## src/rtl/code_step_sequencer_pkg.sv

```systemverilog
// Shared encodings for the code step sequencer: code width, sweep modes and control states.
package code_step_sequencer_pkg;

   localparam int CODE_W = 3;

   typedef enum logic [1:0] {
      MODE_UP   = 2'b00,
      MODE_DOWN = 2'b01,
      MODE_PING = 2'b10,
      MODE_SHOT = 2'b11
   } mode_e;

   typedef enum logic [1:0] {
      IDLE = 2'd0,
      RUN  = 2'd1,
      DONE = 2'd2
   } state_e;

endpackage

```

## src/rtl/code_step_sequencer_step_prescaler.sv

```systemverilog
// Divide-by-DIV counter; tick_o is high during the last count of each interval while enabled.
module step_prescaler #(
   parameter int DIV = 4
) (
   input  logic clk,
   input  logic rst,
   input  logic clr_i,
   input  logic en_i,
   output logic tick_o
);

   localparam int CNT_W = (DIV > 1) ? $clog2(DIV) : 1;
   localparam logic [CNT_W-1:0] LAST = CNT_W'(DIV - 1);

   logic [CNT_W-1:0] cnt_q, cnt_d;

   always_comb begin
      cnt_d = cnt_q;
      if (clr_i) begin
         cnt_d = '0;
      end else if (en_i) begin
         cnt_d = (cnt_q == LAST) ? '0 : cnt_q + 1'b1;
      end
   end

   always_ff @(posedge clk or posedge rst) begin
      if (rst) begin
         cnt_q <= '0;
      end else begin
         cnt_q <= cnt_d;
      end
   end

   assign tick_o = en_i && (cnt_q == LAST);

endmodule

```

## src/rtl/code_step_sequencer.sv

```systemverilog
// 3-bit code source for the encoder: steps the code every DIV clocks in wrap-up,
// wrap-down, ping-pong or single-shot mode, with load, start/stop and step/tc strobes.
module code_step_sequencer
   import code_step_sequencer_pkg::*;
#(
   parameter int DIV      = 4,
   parameter int CODE_MAX = 7
) (
   input  logic              clk,
   input  logic              rst,
   input  logic              start,
   input  logic              stop,
   input  logic [1:0]        mode,
   input  logic              load,
   input  logic [CODE_W-1:0] load_val,
   output logic [CODE_W-1:0] code_out,
   output logic              busy,
   output logic              step,
   output logic              tc
);

   localparam logic [CODE_W-1:0] TOP    = CODE_W'(CODE_MAX);
   localparam logic [CODE_W-1:0] TOP_M1 = TOP - 1'b1;
   localparam logic [CODE_W-1:0] BOT_P1 = CODE_W'(1);

   state_e            state_q, state_d;
   mode_e             mode_q, mode_d;
   logic [CODE_W-1:0] code_q, code_d;
   logic              dir_down_q, dir_down_d;
   logic              step_q, step_d;
   logic              tc_q, tc_d;

   logic tick;
   logic start_acc;
   logic do_step;
   logic presc_clr;

   // stop beats start; load beats a pending step and restarts the interval
   assign start_acc = start && !stop && (state_q != RUN);
   assign do_step   = tick && (state_q == RUN) && !stop && !load;
   assign presc_clr = load || stop || start_acc;

   step_prescaler #(.DIV(DIV)) u_prescaler (
      .clk    (clk),
      .rst    (rst),
      .clr_i  (presc_clr),
      .en_i   (state_q == RUN),
      .tick_o (tick)
   );

   always_comb begin
      state_d    = state_q;
      mode_d     = mode_q;
      code_d     = code_q;
      dir_down_d = dir_down_q;
      step_d     = 1'b0;
      tc_d       = 1'b0;

      case (state_q)
         IDLE, DONE: begin
            if (start_acc) begin
               state_d    = RUN;
               mode_d     = mode_e'(mode);
               dir_down_d = (mode_e'(mode) == MODE_DOWN);
               if ((state_q == DONE) && (mode_e'(mode) == MODE_SHOT)) begin
                  code_d = '0;
               end
            end
         end
         RUN: begin
            if (stop) begin
               state_d = IDLE;
            end else if (do_step) begin
               step_d = 1'b1;
               case (mode_q)
                  MODE_UP: begin
                     code_d = code_q + 1'b1;
                     tc_d   = (code_q == TOP);
                  end
                  MODE_DOWN: begin
                     code_d = code_q - 1'b1;
                     tc_d   = (code_q == '0);
                  end
                  MODE_PING: begin
                     // an end value reached only by load turns around without repeating it
                     if (!dir_down_q) begin
                        if (code_q == TOP) begin
                           code_d     = TOP_M1;
                           dir_down_d = 1'b1;
                        end else begin
                           code_d = code_q + 1'b1;
                           if (code_q == TOP_M1) begin
                              dir_down_d = 1'b1;
                              tc_d       = 1'b1;
                           end
                        end
                     end else begin
                        if (code_q == '0) begin
                           code_d     = BOT_P1;
                           dir_down_d = 1'b0;
                        end else begin
                           code_d = code_q - 1'b1;
                           if (code_q == BOT_P1) begin
                              dir_down_d = 1'b0;
                              tc_d       = 1'b1;
                           end
                        end
                     end
                  end
                  MODE_SHOT: begin
                     code_d = code_q + 1'b1;
                     if (code_q == TOP_M1) begin
                        tc_d    = 1'b1;
                        state_d = DONE;
                     end
                  end
                  default: code_d = code_q;
               endcase
            end
         end
         default: state_d = IDLE;
      endcase

      if (load) begin
         code_d = load_val;
      end
   end

   always_ff @(posedge clk or posedge rst) begin
      if (rst) begin
         state_q    <= IDLE;
         mode_q     <= MODE_UP;
         code_q     <= '0;
         dir_down_q <= 1'b0;
         step_q     <= 1'b0;
         tc_q       <= 1'b0;
      end else begin
         state_q    <= state_d;
         mode_q     <= mode_d;
         code_q     <= code_d;
         dir_down_q <= dir_down_d;
         step_q     <= step_d;
         tc_q       <= tc_d;
      end
   end

   assign code_out = code_q;
   assign busy     = (state_q == RUN);
   assign step     = step_q;
   assign tc       = tc_q;

endmodule

```

## config.mk

```make
export PLATFORM = sky130hd
export DESIGN_NAME = code_step_sequencer
export DESIGN_NICKNAME = d
export VERILOG_FILES = /design/src/rtl/code_step_sequencer_pkg.sv /design/src/rtl/code_step_sequencer_step_prescaler.sv /design/src/rtl/code_step_sequencer.sv
export SDC_FILE = /design/constraint.sdc
export NUM_CORES = 1
export LEC_CHECK = 0
export CAP_MARGIN = 20
export CORE_MARGIN = 8
export CORE_UTILIZATION = 58
export CTS_BUF_LIST = sky130_fd_sc_hd__clkbuf_4
export CTS_CLUSTER_SIZE = 12
export DETAILED_ROUTE_END_ITERATION = 8
export PLACE_DENSITY = 0.84
export SYNTH_ARGS = -nofsm -noshare
export SYNTH_HDL_FRONTEND = slang
export SYNTH_SLANG_ARGS = --single-unit
```

## constraint.sdc

```tcl
create_clock -name clk -period 5.1 [get_ports clk]
set_input_delay 0.765 -clock clk [delete_from_list [all_inputs] [get_ports clk]]
set_output_delay 0.765 -clock clk [all_outputs]
set_load 0.03 [all_outputs]
```

# ---- Yosys cells after proc, flatten, opt, wreduce, memory -nomap -nowiden
# Index checks and enable logic that the tools add are counted.
dict set report totals {
  register_bits 12
  wordCells 96
}
dict set report op_classes {
  add_sub_neg 3
  n_eq_ne 23
  n_mux 40
  n_reduce_logical 23
}
# op count
set op_table {}
lappend op_table {{$mux W3} 8}
lappend op_table {{$ne A3 B3 Y1 const B} 7}
lappend op_table {{$mux W1} 19}
lappend op_table {{$mux W2} 8}
lappend op_table {{$eq A2 B2 Y1 const B} 5}
lappend op_table {{$reduce_and A5 Y1} 2}
lappend op_table {{$pmux W3 S3} 1}
lappend op_table {{$ne A2 B2 Y1 const B} 4}
lappend op_table {{$logic_and A1 B1 Y1} 7}
lappend op_table {{$eq A2 B1 Y1 const B} 3}
lappend op_table {{$eq A3 B3 Y1 const B} 2}
lappend op_table {{$pmux W3 S2} 1}
lappend op_table {{$logic_not A2 Y1} 2}
lappend op_table {{$pmux W1 S4} 1}
lappend op_table {{$pmux W2 S2} 1}
lappend op_table {{$reduce_and A4 Y1} 1}
lappend op_table {{$reduce_bool A2 Y1} 2}
lappend op_table {{$reduce_or A2 Y1} 2}
lappend op_table {{$add A3 B1 Y3 const B} 1}
lappend op_table {{$eq A3 B1 Y1 const B} 1}
lappend op_table {{$logic_not A3 Y1} 1}
lappend op_table {{$reduce_bool A3 Y1} 1}
lappend op_table {{$sub A3 B1 Y3 const B} 1}
lappend op_table {{$add A2 B1 Y2 const B} 1}
lappend op_table {{other kinds (5)} 7}

# ---- Logic depth before layout (Yosys ltp)
# Gate-level depths: netlist of run 1.
dict set report depth {
  depth_word 9
  ltp_mapped 7
  ltp_nobuf 7
}

# ---- By module
# A second synthesis of run 1 with hierarchy kept.
dict set report unflattened {
  cells_unflattened 106
  hier_area_um2 979.7
}
# module n_inst cells_each area_each_um2
set modules_own_cells {}
lappend modules_own_cells {code_step_sequencer 1 96 869.6}
lappend modules_own_cells {step_prescaler 1 10 110.1}

# ---- Worst setup path after synthesis of run 1
# No wires, ideal clock.
dict set report synth_timing {
  kind {reg2reg}
  start {register code_q[2], in the netlist code_out[2]}
  end {register code_q[2], in the netlist code_out[2]}
  arrival_time_ps 1722
  required_ps 4974
  path_slack_ps 3252
  stages_incl_launch_ff 8
  n_path_buf 1
  path_cell_list {dfrtp_1 > clkbuf_1 > inv_1 > ha_1 > nor3b_1 > a21oi_1 > a31oi_1 > a221o_1}
}
dict set report synth_between {
  elab_chain_len 8
  word_cells_on_any_way 12
  cone_classes {add/sub (2); eq/ne (1); mux (8); reduce/logical (1)}
}
# element line_no
set synth_rtl {}
lappend synth_rtl {{from (decl)} code_step_sequencer.sv:28} ;# logic [CODE_W-1:0] code_q, code_d;
lappend synth_rtl {{from (signal assigned)} code_step_sequencer.sv:140} ;# code_q <= code_d;
lappend synth_rtl {{$add A3 B1 Y3, or another cell as far along} {code_step_sequencer.sv:77, code_step_sequencer.sv:91, code_step_sequencer.sv:111}}
lappend synth_rtl {{$mux W3, on equally long branches} {code_step_sequencer.sv:87, code_step_sequencer.sv:98}}
lappend synth_rtl {{$mux W3} code_step_sequencer.sv:86} ;# if (!dir_down_q) begin
lappend synth_rtl {{$pmux W3 S3 *} code_step_sequencer.sv:75} ;# case (mode_q)
lappend synth_rtl {{$mux W3 *} code_step_sequencer.sv:73} ;# end else if (do_step) begin
lappend synth_rtl {{$mux W3 *} code_step_sequencer.sv:71} ;# if (stop) begin
lappend synth_rtl {{$pmux W3 S2 *} code_step_sequencer.sv:59} ;# case (state_q)
lappend synth_rtl {{$mux W3 *} code_step_sequencer.sv:124} ;# if (load) begin
# Every way passes the cells marked *; elsewhere a longest branch is shown, timed or not. The select of a mux whose other input is x is not followed.
# A chain may end at the register's enable or synchronous reset.

# ---- Worst setup path in the final report of run 1
dict set report layout_timing {
  start {register state_q[1]}
  end {output port busy}
}
dict set report layout_between {
  elab_chain_len 1
}
# element line_no
set layout_rtl {}
lappend layout_rtl {{from (decl)} code_step_sequencer.sv:26} ;# state_e state_q, state_d;
lappend layout_rtl {{from (signal assigned)} code_step_sequencer.sv:138} ;# state_q <= state_d;
lappend layout_rtl {{$eq A2 B1 Y1} code_step_sequencer.sv:148} ;# assign busy = (state_q == RUN);
lappend layout_rtl {{to (decl)} code_step_sequencer.sv:17} ;# output logic busy,
# Every way passes these cells.

==> flow_metrics.env, run 1 <==
export IMPL_status="complete, no violations"
export IMPL_vdd_ir_drop_max_v=0.0001597
export IMPL_num_antenna_cells=0
export IMPL_syn_num_nets=124
export IMPL_hpwl_um=1759
export IMPL_grt_pass1_vias=830
export IMPL_synthMuxAreaShare=0.02267
export IMPL_first_pass_iters=4
export IMPL_p_per_area_nw_per_um2=237.6
export IMPL_syn_avg_cell_area_um2=9.291
export IMPL_setup_ws_ns=2.454
export IMPL_synth_compound_area_frac=0.2280
export IMPL_crit_arrival_ns=1.88
export IMPL_setup_viol=0
export IMPL_ys_warn_count=0
export IMPL_dr_first_iter_drc_count=37
export IMPL_required_ns=4.34
export IMPL_relSlewSlack=0.7013
export IMPL_post_cts_buffers=0
export IMPL_port_buffers=15
export IMPL_synth_cell_types=37
export IMPL_synthSimpleGateAreaFrac=0.1947
export IMPL_area_delta_synth_final_pct=19.60
export IMPL_whs_ns=0.5778
export IMPL_core_area_um2=1506
export IMPL_grt_ovfl_total=0
export IMPL_path_class="reg2out"
export IMPL_tns_ns=0
export IMPL_h_tree_depth=1
export IMPL_drive_above_1_share=0.08547
export IMPL_fin_skew_ns=0.01146
export IMPL_cellLeakagePower_nw=0.5048
export IMPL_clock_latency_ns=0.28
export IMPL_slowest_delay_ns=0.75
export IMPL_clock_sinks=12
export IMPL_die_h_um=56.23
export IMPL_worstHoldPathType="reg2reg"
export IMPL_start_kind="flop"
export IMPL_initial_core_util=0.6229
export IMPL_wire_per_inst_um=16.69
export IMPL_max_clock_path_buffers=2
export IMPL_hold_viol=0
export IMPL_cts_tree="built"
export IMPL_final_nets=141
export IMPL_antenna_found_initial=0
export IMPL_clock_fmax_mhz=377.9
export IMPL_grt_max_degree=13
export IMPL_globalplace_congestion=0.9130
export IMPL_io_pins=16
export IMPL_synth_yosys_seq_area_share=0.3200
export IMPL_synth_xor_area_frac=0
export IMPL_slowest_stage="clkdlybuf4s50_1"
export IMPL_fp_dieArea_um2=3161
export IMPL_cts_repair_resized=0
export IMPL_synth_adder_area_share=0.1733
export IMPL_path_max_fanout=11
export IMPL_netlist_area_um2=938.4
export IMPL_post_place_ws_ns=2.700
export IMPL_synth_cells=101
export IMPL_drv_cap=0
export IMPL_track_usage=0.1453
export IMPL_path_cells="and2b_1 -> clkdlybuf4s50_1"
export IMPL_postCtsHoldBufs=0
export IMPL_cts_root_buf="clkbuf_4"
export IMPL_via_per_inst=6.188
export IMPL_path_clk_slew_ns=0.08
export IMPL_fin_crit_sh=0.5189
export IMPL_synth_top_family_by_area="compound AO/OA/AOI/OAI gates"
export IMPL_drcViolationCount=0
export IMPL_fill_cells=123
export IMPL_finalMaxSlewViolations=0
export IMPL_post_route_min_period_ns=2.646
export IMPL_critPathCaptureType="primary output"
export IMPL_die_w_um=56.23
export IMPL_drt_wl_total_um=2220
export IMPL_rows=14
export IMPL_vias=823
export IMPL_grt_pass1_wl_um=3836
export IMPL_cts_made_buffers=3
export IMPL_synth_seq_cells=12
export IMPL_rsz0062_at_grt="false"
export IMPL_total_power_uw=266.7
export IMPL_ant_nets=0
export IMPL_worstMarginPinSlew_ns=0.4476
==> worst paths after layout <==
path                                 startpoint                    to  slack [ns]  depth (start not counted)
min in group asynchronous                   rst            state_q[0]        0.79                          2
setup reg to reg                    code_out[0]           code_out[1]        3.31                          6
hold reg to reg            u_prescaler.cnt_q[0]  u_prescaler.cnt_q[0]        0.58                          2
hold / removal             u_prescaler.cnt_q[0]  u_prescaler.cnt_q[0]        0.58                          2
max in group asynchronous                   rst  u_prescaler.cnt_q[1]        3.99                          2
setup / recovery                     state_q[1]                  busy        2.45                          2
==> cell usage after synthesis, drive strengths merged <==
cell type | number | area share
a21o | 1 | 0.0080
a21oi | 7 | 0.037
a221o | 3 | 0.032
a221oi | 1 | 0.0093
a22oi | 1 | 0.0080
a311oi | 1 | 0.016
a31oi | 2 | 0.013
and2b | 1 | 0.0080
and3b | 1 | 0.0093
and4 | 1 | 0.0093
buf | 1 | 0.0053
clkbuf | 2 | 0.0080
dfrtp | 12 | 0.32
ha | 13 | 0.17
inv | 12 | 0.048
mux2 | 1 | 0.012
mux2i | 1 | 0.011
nand2 | 5 | 0.020
nand2b | 1 | 0.0067
nand3 | 2 | 0.016
nand4 | 1 | 0.0067
nor2 | 7 | 0.028
nor2b | 1 | 0.0067
nor3 | 1 | 0.0053
nor3b | 4 | 0.044
nor4b | 1 | 0.0093
nor4bb | 1 | 0.011
o211ai | 1 | 0.0080
o21ai | 7 | 0.037
o221a | 2 | 0.024
o221ai | 1 | 0.0093
o31ai | 2 | 0.016
o32ai | 1 | 0.0093
or2 | 1 | 0.0067
or2b | 1 | 0.0080
==> through the flow <==
step / cell area (um^2) / util / instances
global placement: 1096 / 0.7276 / 129
detailed placement: 1096 / 0.7276 / 129
finish: 1122 / 0.7450 / 133
global route: 1122 / 0.7450 / 133
floorplan: 938.4 / - / 101
CTS: 1122 / 0.7450 / 133
==> layer usage <==
metal / wire length [um] / track usage / vias up / share of wire
met4: 48 / 0.05155 / 0 / 0.022
li1: - / - / 398 / -
met2: 995 / 0.2250 / 33 / 0.45
met5: 0 / 0 / - / 0
met3: 175 / 0.07078 / 6 / 0.079
met1: 1000 / 0.1686 / 386 / 0.45
==> area by class of cell <==
cell class | instances | area, um^2 | share of cell area
flip-flops and latches | 12 | 300.3 | 0.2676
inverters | 12 | 45.04 | 0.04013
clock inverters | 1 | 3.754 | 0.003344
multi-input cells | 74 | 580.6 | 0.5173
repair buffers | 15 | 150.1 | 0.1338
clock buffers | 3 | 22.52 | 0.02007
well taps | 16 | 20.02 | 0.01784
==> cell families (layout without fill, tap and decap cells) <==
logic type / count (synthesis) / count (layout)
AOI/OAI and AO/OA: 30 / 30
and+or+nand+nor: 29 / 29
buffers and inverters: 15 / 31
adders and majority gates: 13 / 13
DFF: 12 / 12
muxes: 2 / 2
==> layout by cell type (no fill, tap or decap), drive strengths merged, types with 2 or more instances in the layout <==
master | Yosys | routed
a21oi | 7 | 7
a221o | 3 | 3
a31oi | 2 | 2
clkbuf | 2 | 3
clkdlybuf4s50 | 0 | 15
dfrtp | 12 | 12
ha | 13 | 13
inv | 12 | 12
nand2 | 5 | 5
nand3 | 2 | 2
nor2 | 7 | 7
nor3b | 4 | 4
o21ai | 7 | 7
o221a | 2 | 2
o31ai | 2 | 2
==> power by group <==
part	internal, mW	total [mW]	switching, mW
sequential	0.103	0.117	0.0143
combinational	0.0404	0.0898	0.0494
clock	0.0283	0.0600	0.0317
==> critical path: cells and delay by family (launching register included) <==
family	cells	cell delay [ns]
buf+inv	1	0.75
simple gates	1	0.43
flops	1	0.42
==> sequential cells by signal (all words and copies together), names as in the netlist <==
name	flops
tc	1
step	1
dir_down_q	1
state_q	2
mode_q	2
code_out	3
u_prescaler.cnt_q	2
No activity file was read; power rests on OpenSTA's default activity.
==> run 2: changes to the inputs <==
--- a/config.mk
+++ b/config.mk
@@ -7,11 +7,11 @@
 export LEC_CHECK = 0
 export CAP_MARGIN = 20
 export CORE_MARGIN = 8
-export CORE_UTILIZATION = 58
+export CORE_UTILIZATION = 49
 export CTS_BUF_LIST = sky130_fd_sc_hd__clkbuf_4
 export CTS_CLUSTER_SIZE = 12
 export DETAILED_ROUTE_END_ITERATION = 8
-export PLACE_DENSITY = 0.84
+export PLACE_DENSITY = 0.76
 export SYNTH_ARGS = -nofsm -noshare
 export SYNTH_HDL_FRONTEND = slang
 export SYNTH_SLANG_ARGS = --single-unit
==> constraint.sdc (replaced) <==
create_clock -name clk -period 2.2 [get_ports clk]
set_input_delay 0.33 -clock clk [delete_from_list [all_inputs] [get_ports clk]]
set_output_delay 0.33 -clock clk [all_outputs]
set_load 0.03 [all_outputs]
==> flow_metrics.env, run 2 (synthesis gave the netlist of run 1 again) <==
export IMPL_status="complete, no violations"
export IMPL_dpl_instance_area_um2=1117
export IMPL_wire_per_inst_um=15.26
export IMPL_vdd_ir_drop_max_v=0.0004860
export IMPL_cts_root_buf="clkbuf_4"
export IMPL_antenna_found_initial=0
export IMPL_rows=16
export IMPL_cts_made_buffers=3
export IMPL_via_per_inst=5.593
export IMPL_grt_pass1_wl_um=3650
export IMPL_fill_cells=183
export IMPL_num_antenna_cells=0
export IMPL_fin_skew_ns=0.008745
export IMPL_drive_above_1_share=0.09322
export IMPL_cts_repair_resized=0
export IMPL_busiest_layer="met2"
export IMPL_grt_pass1_vias=778
export IMPL_critPathCaptureType="primary output"
export IMPL_post_route_min_period_ns=1.932
export IMPL_setup_viol=0
export IMPL_hold_viol=0
export IMPL_cellLeakagePower_nw=0.5099
export IMPL_dr_first_iter_drc_count=36
export IMPL_required_ns=1.87
export IMPL_power_internal_uw=398.4
export IMPL_vias=811
export IMPL_port_buffers=15
export IMPL_first_pass_iters=4
export IMPL_tns_ns=0
export IMPL_hpwl_um=1749
export IMPL_pwr_share_seq=0.436
export IMPL_finalMaxSlewViolations=0
export IMPL_globalplace_congestion=0.8173
export IMPL_p_comb_frac=0.339
export IMPL_fp_dieArea_um2=3571
export IMPL_stdcell_area_um2=1144
export IMPL_core_area_um2=1882
export IMPL_clock_sinks=12
export IMPL_post_cts_buffers=0
export IMPL_use_met1=0.1528
export IMPL_relSlewSlack=0.6960
export IMPL_rsz0062_at_grt="false"
export IMPL_start_kind="flop"
export IMPL_ant_nets=0
export IMPL_io_pins=16
export IMPL_drt_wl_total_um=2213
export IMPL_die_w_um=59.76
export IMPL_track_usage=0.1330
export IMPL_path_max_fanout=4
export IMPL_path_class="reg2out"
export IMPL_max_clock_path_buffers=2
export IMPL_drv_cap=0
export IMPL_worstMarginPinSlew_ns=0.4556
export IMPL_drcViolationCount=0
export IMPL_clock_fmax_mhz=517.7
export IMPL_worstHoldPathType="in2async"
export IMPL_die_h_um=59.76
export IMPL_fin_crit_sh=0.8780
export IMPL_h_tree_depth=1
export IMPL_clock_latency_ns=0.28
export IMPL_layout_commonest_cell="clkdlybuf4s50_1"
export IMPL_met2_usage=0.2185
export IMPL_largest_reg_flops=3
export IMPL_postCtsHoldBufs=0
export IMPL_p_per_area_nw_per_um2=540.7
export IMPL_grt_ovfl_total=0
export IMPL_cts_tree="built"
export IMPL_area_delta_synth_final_pct=21.87
export IMPL_initial_core_util=0.4987
export IMPL_power_net_switching_uw=219.9
export IMPL_p_clk_frac=0.224
export IMPL_grt_max_degree=13
export IMPL_use_met3=0.06452
export IMPL_crit_arrival_ns=1.60
export IMPL_path_clk_slew_ns=0.08
export IMPL_final_nets=142
export IMPL_layout_common_cells="15 x clkdlybuf4s50_1, 13 x ha_1, 12 x inv_1, 12 x dfrtp_1"
export IMPL_swShare=0.3557
[run 2: worst max-delay path: stages, from the launching register on]
cell             delay, ns
dfrtp_1               0.42
and2b_1               0.22
clkdlybuf4s50_1       0.68
[run 2: layer usage]
metal / up-vias / part of all wire
met1: 379 / 0.43
met4: 0 / 0.0041
met3: 2 / 0.090
met5: - / 0
li1: 398 / -
met2: 32 / 0.48
[run 2: path summary, 6_finish.rpt]
path                            slack, ns     endpoint        start  depth (start not counted)
worst max register to register       0.41  code_out[2]  code_out[0]                          7
worst min-delay path                 0.36  code_out[0]          rst                          2
max in group asynchronous            1.51    mode_q[1]          rst                          2
min in group clk                     0.62  code_out[1]  code_out[1]                          1
worst max-delay path                 0.27         busy   state_q[1]                          2
worst min register to register       0.62  code_out[1]  code_out[1]                          1
[run 2: power by group through the flow]
stage	Combinational [mW]	Sequential, mW	Clock, mW
after floorplan	0.142	0.266	0
after global placement	0.202	0.272	0
after detailed placement	0.207	0.273	0
after CTS	0.209	0.269	0.145
after global routing	0.232	0.273	0.155
final	0.210	0.270	0.139
[run 2: final cells by class]
class / instances / area [um^2] / share of cell area
Sequential cell: 12 / 300.3 / 0.2626
Multi-Input combinational cell: 74 / 580.6 / 0.5077
Timing Repair Buffer: 16 / 157.7 / 0.1379
Inverter: 12 / 45.04 / 0.03939
Tap cell: 27 / 33.78 / 0.02954
Clock buffer: 3 / 22.52 / 0.01969
Clock inverter: 1 / 3.754 / 0.003282
[run 2: through the flow]
step | instances | total power, mW | setup WS, ns | utilization | hold WS [ns]
after detailed placement | 141 | 0.4798 | 0.2464 | 0.5938 | 0.6147
after global routing | 145 | 0.6597 | 0.1993 | 0.6077 | 0.4198
final | 145 | 0.6183 | 0.2685 | 0.6077 | 0.3647
after CTS | 145 | 0.6227 | 0.2565 | 0.6077 | 0.3757
after floorplan | 101 | 0.4080 | 0.3521 | - | 0.1947
after global placement | 141 | 0.4741 | 0.3036 | 0.5938 | 0.5437
